### config.mk
export PLATFORM = sky130hd
export DESIGN_NAME = module_display_mux
export DESIGN_NICKNAME = d
export VERILOG_FILES = /design/src/rtl/module_display_mux.sv
export SDC_FILE = /design/constraint.sdc
export NUM_CORES = 1
export LEC_CHECK = 0
export ABC_AREA = 0
export BUFFER_PORTS_ARGS = -buffer_cell sky130_fd_sc_hd__clkbuf_2
export CORE_MARGIN = 10
export CORE_UTILIZATION = 25
export DETAILED_ROUTE_END_ITERATION = 10
export SLEW_MARGIN = 20
export SYNTH_ARGS = -nofsm -noshare
export SYNTH_HDL_FRONTEND = slang
export SYNTH_SLANG_ARGS = --single-unit
### constraint.sdc
create_clock -name clk -period 2.55 [get_ports clk]
set_input_delay 0.255 -clock clk [delete_from_list [all_inputs] [get_ports clk]]
set_output_delay 0.255 -clock clk [all_outputs]
set_load 0.02 [all_outputs]
### src/rtl/module_display_mux.sv
// Time-multiplexed scanner for a multi-digit 7-segment display: walks the digits,
// presents each nibble to the decoder and swaps in new values only at frame boundaries.
module module_display_mux #(
    parameter int N_DIGITS       = 4,
    parameter int REFRESH_CYCLES = 27000
) (
    input  logic                  clk,
    input  logic                  rst,
    input  logic                  load_i,
    input  logic [4*N_DIGITS-1:0] data_i,
    input  logic                  blank_lz_i,
    output logic [3:0]            data_o,
    output logic [N_DIGITS-1:0]   anodos_o,
    output logic                  blank_o,
    output logic                  pend_o
);

    localparam int PRE_W = (REFRESH_CYCLES > 1) ? $clog2(REFRESH_CYCLES) : 1;
    localparam int IDX_W = (N_DIGITS > 1) ? $clog2(N_DIGITS) : 1;
    localparam logic [PRE_W-1:0] PRE_LAST = PRE_W'(REFRESH_CYCLES - 1);
    localparam logic [IDX_W-1:0] IDX_LAST = IDX_W'(N_DIGITS - 1);

    logic [PRE_W-1:0]        pre_q, pre_d;
    logic [IDX_W-1:0]        idx_q, idx_d;
    logic [4*N_DIGITS-1:0]   disp_q, disp_d;
    logic [4*N_DIGITS-1:0]   pendVal_q, pendVal_d;
    logic                    pend_q, pend_d;

    logic                    tick;
    logic                    boundary;
    logic [N_DIGITS-1:0]     upperZero;
    logic                    zeroRun;
    logic                    supp_d;
    logic [3:0]              nibble_d;
    logic [N_DIGITS-1:0]     anode_d;

    assign tick     = (pre_q == PRE_LAST);
    assign boundary = tick && (idx_q == IDX_LAST);

    always_comb begin
        pre_d     = tick ? '0 : pre_q + 1'b1;
        idx_d     = idx_q;
        if (tick) begin
            idx_d = (idx_q == IDX_LAST) ? '0 : idx_q + 1'b1;
        end

        disp_d    = disp_q;
        pendVal_d = pendVal_q;
        pend_d    = pend_q;
        // A load landing on the boundary edge bypasses the pending register.
        if (boundary) begin
            if (load_i) begin
                disp_d = data_i;
            end else if (pend_q) begin
                disp_d = pendVal_q;
            end
            pend_d = 1'b0;
        end else if (load_i) begin
            pendVal_d = data_i;
            pend_d    = 1'b1;
        end
    end

    // Outputs are built from the next state so the anode and nibble switch together.
    always_comb begin
        upperZero = '0;
        zeroRun   = 1'b1;
        for (int k = N_DIGITS - 1; k >= 0; k--) begin
            zeroRun      = zeroRun & (disp_d[4*k +: 4] == 4'h0);
            upperZero[k] = zeroRun;
        end

        nibble_d = 4'h0;
        supp_d   = 1'b0;
        for (int k = 0; k < N_DIGITS; k++) begin
            if (idx_d == IDX_W'(k)) begin
                nibble_d = disp_d[4*k +: 4];
                supp_d   = blank_lz_i && (k != 0) && upperZero[k];
            end
        end

        anode_d = '1;
        for (int k = 0; k < N_DIGITS; k++) begin
            if ((idx_d == IDX_W'(k)) && !supp_d) begin
                anode_d[k] = 1'b0;
            end
        end
    end

    always_ff @(posedge clk or posedge rst) begin
        if (rst) begin
            pre_q     <= '0;
            idx_q     <= '0;
            disp_q    <= '0;
            pendVal_q <= '0;
            pend_q    <= 1'b0;
            data_o    <= 4'h0;
            anodos_o  <= '1;
            blank_o   <= 1'b1;
        end else begin
            pre_q     <= pre_d;
            idx_q     <= idx_d;
            disp_q    <= disp_d;
            pendVal_q <= pendVal_d;
            pend_q    <= pend_d;
            data_o    <= supp_d ? 4'h0 : nibble_d;
            anodos_o  <= anode_d;
            blank_o   <= supp_d;
        end
    end

    assign pend_o = pend_q;

endmodule

==> results.json <==
{
  "status": "completed",
  "synthMostInstantiatedCell": "dfrtp_1",
  "yosys.area_share.adder_pct": 0.8909,
  "syn_avg_cell_area_sq_um": 10.97,
  "core_sq_um": 10940,
  "skew_ps": 7.281,
  "cts_buffer_depth": 2,
  "maxSlewViolCount": 0,
  "drc_errors": 0,
  "power.density_nw_per_um2": 623.5,
  "slew_headroom_pct": 67.78,
  "final_nets": 319,
  "drt-pass1-iter-count": 4,
  "ys_ff_latch": 59,
  "drv_cap": 0,
  "htree_levels": 3,
  "wl_per_cell_microns": 15.36,
  "reg2reg_depth": 8,
  "synthSimpleGateAreaFrac_pct": 16.39,
  "worstReg2RegEnd": "blank_o",
  "synth_commonest_cells": "dfrtp_1 (54), nor2_1 (29), nand2_1 (23), mux2_2 (20), nand3_1 (12)",
  "cts.sinks": 59,
  "clock_latency_ps": 320,
  "async_reset_ff_share_pct": 100.0,
  "tightest_slew_ps": 482.6,
  "fp.dieW_microns": 126,
  "fp.dieH_microns": 126,
  "cts_tree": "yes",
  "yosysUniqueCellTypes": 45,
  "grtUsageTotal_pct": 8.747,
  "synth.cell_area_sq_um": 2809,
  "synthMuxAreaShare_pct": 10.65,
  "seq_area_frac_synth_pct": 52.78,
  "grt-ovfl-total": 0,
  "drive_above_1_share_pct": 30.77,
  "final_hold_viol_count": 0,
  "synth_compound_area_share_pct": 11.14,
  "critPathCaptureType": "flip-flop",
  "worstPathArrival_ps": 2620,
  "clock.fmax_ghz": 0.4184,
  "antenna_found_initial": 0,
  "initial_core_util_pct": 25.69,
  "portBuffers": 29,
  "rows": 38,
  "ios": 30,
  "power_w": 0.002132,
  "grt_pass1_wl_microns": 11340,
  "synth_xor_xnor_area_share_pct": 4.053,
  "synth_area_leader_cell": "dfrtp_1",
  "finalSetupViolations": 0,
  "synth_warnings": 0,
  "leakagePower_nw": 1.568,
  "gp_congestion": 0.7998,
  "critPathLaunchType": "flip-flop",
  "dp_hpwl_microns": 4853,
  "drt_iter0_drc": 145,
  "routed_via_density": 4.695,
  "dieArea_sq_um": 15880,
  "antenna_cells": 0,
  "period_share_pct": 93.73,
  "synthTopCellsByArea": "dfrtp_1 (48%), mux2_2 (8.0%), dfstp_2 (4.7%)",
  "holdWs_ps": 185.2,
  "p_switching_w": 0.0004594,
  "clkTransAtPathRegs_ps": 50,
  "crit_type": "reg -> reg",
  "syn2layout_area_growth_pct": 21.74,
  "ant_nets": 0,
  "synth_ff_type": "dfrtp_1",
  "synthesis.nets": 278,
  "grt_pass1_vias": 2182,
  "intPower_w": 0.001673,
  "clock_power_share_pct": 49.3,
  "min_path_cells": 2,
  "min_to": "pendVal_q[6]",
  "synth-edff-count": 0,
  "swShare_pct": 21.55,
  "clockRootBuffer": "clkbuf_16",
  "comb_power_share_pct": 4.7,
  "synth_top_area_share_pct": 48.11,
  "cp_max_fo": 10,
  "required_ps": 2780,
  "r2r_setup_slack_ps": 160,
  "numCtsBuffers": 9,
  "via_count": 2061,
  "synth_cells": 256,
  "min_period_ps": 2390,
  "grt_max_degree": 23,
  "synth_top_family_by_area": "simple AND/OR/NAND/NOR gates",
  "min_from": "data_i[6]",
  "hold_class": "in -> reg",
  "p_seq_share_pct": 45.9,
  "r2r-start": "idx_q[0]",
  "ir_worst_vdd_uv": 279.0,
  "wirelength_microns": 6743
}
==> critical path, cell delays in order, from the launching register on <==
cell and delay [ps]:
dfrtp_1 400, ha_1 250, and3b_1 240, and4_2 340
a32oi_1 260, nand2_1 130, nor4_2 340, nand2_1 150
o31ai_2 200
==> final cells by class <==
| class | count | area (sq um) |
|---|---|---|
| fill | 1136 | 7516 |
| inverter | 9 | 33.78 |
| tap | 140 | 175.2 |
| multi-input combinational | 176 | 1226 |
| clock buffer | 10 | 239.0 |
| sequential | 59 | 1483 |
| clock inverter | 3 | 17.52 |
| timing repair buffer | 42 | 245.2 |
==> stage by stage <==
stage                     cells  util [%]  cell area [sq um]  setup TNS, ps  setup slack [ps]
final                       439     31.27               3420              0             159.9
after detailed placement    423     28.63               3131              0             148.7
after floorplan             256         -               2809              0             297.0
after global placement      423     28.63               3131              0             201.8
after global routing        439     31.27               3420         -3.141            -3.141
after CTS                   437     31.06               3397              0             108.6
==> registers in the layout (all words and copies together) (netlist names) <==
signal / flops
disp_q: 16
pendVal_q: 16
pre_q: 15
anodos_o: 4
data_o: 4
idx_q: 2
blank_o: 1
pend_o: 1
==> cell usage in the layout, fill, tap and decap left out, types with 2 or more instances in the layout <==
| cell | instances |
|---|---|
| ha_1 | 2 |
| mux2i_1 | 5 |
| a31oi_1 | 2 |
| and4_2 | 2 |
| inv_2 | 2 |
| nor2_1 | 29 |
| inv_1 | 7 |
| and4_4 | 2 |
| a32oi_1 | 6 |
| a32o_1 | 2 |
| dfstp_2 | 5 |
| and3_1 | 5 |
| xnor2_1 | 2 |
| nor2b_1 | 3 |
| nand4_1 | 4 |
| and2_1 | 2 |
| clkbuf_2 | 29 |
| xor2_1 | 11 |
| o211ai_1 | 3 |
| mux2i_2 | 2 |
| nand2_1 | 23 |
| nand3_1 | 12 |
| dfrtp_1 | 54 |
| clkbuf_16 | 9 |
| o22a_1 | 4 |
| o21a_1 | 3 |
| o21ai_0 | 10 |
| mux2_2 | 20 |
| clkinv_2 | 2 |
| buf_4 | 12 |
| a21oi_1 | 7 |
==> layer usage <==
layer | share of wire [%] | wire length (microns) | track usage [%]
met5 | 0 | 0 | 0
met4 | 0.93 | 63 | 3.081
met1 | 49 | 3309 | 11.23
met2 | 46 | 3084 | 13.56
met3 | 4.2 | 285 | 2.685
==> worst max path at each step <==
stage,from,endpoint,slack (ps),cells past startpoint
after CTS,pre_q[0],anodos_o[1],110,8
after detailed placement,pre_q[0],blank_o,150,8
after global placement,pre_q[0],anodos_o[1],200,8
after floorplan,pre_q[0],data_o[3],300,8
final,idx_q[0],blank_o,160,8
after global routing,idx_q[0],anodos_o[1],-3,8
==> kinds of logic after synthesis <==
| logic type | after synthesis |
|---|---|
| AOI/OAI and AO/OA | 44 |
| xor gates and xnor gates | 13 |
| adders and majority gates | 2 |
| buffers and inverters | 22 |
| DFF | 59 |
| muxes | 27 |
| and+or+nand+nor | 89 |
==> repair_timing <==
item / in CTS / in global routing
buffers inserted: 0 / 1
hold buffers: 1 / 0
gates resized for setup: 0 / 2
setup endpoints to repair: 0 / 4
endpoints found under the hold margin: 20 / 0
==> power groups by stage <==
stage                     sequential [W]  clock, W  combinational [W]
final                           0.000979   0.00105           0.000101
after global routing            0.000981   0.00112           0.000115
after CTS                       0.000978   0.00107           0.000104
after detailed placement        0.000994         0           0.000102
after global placement          0.000993         0           0.000101
after floorplan                 0.000989         0          0.0000608
(Power assumes the default switching activity.)
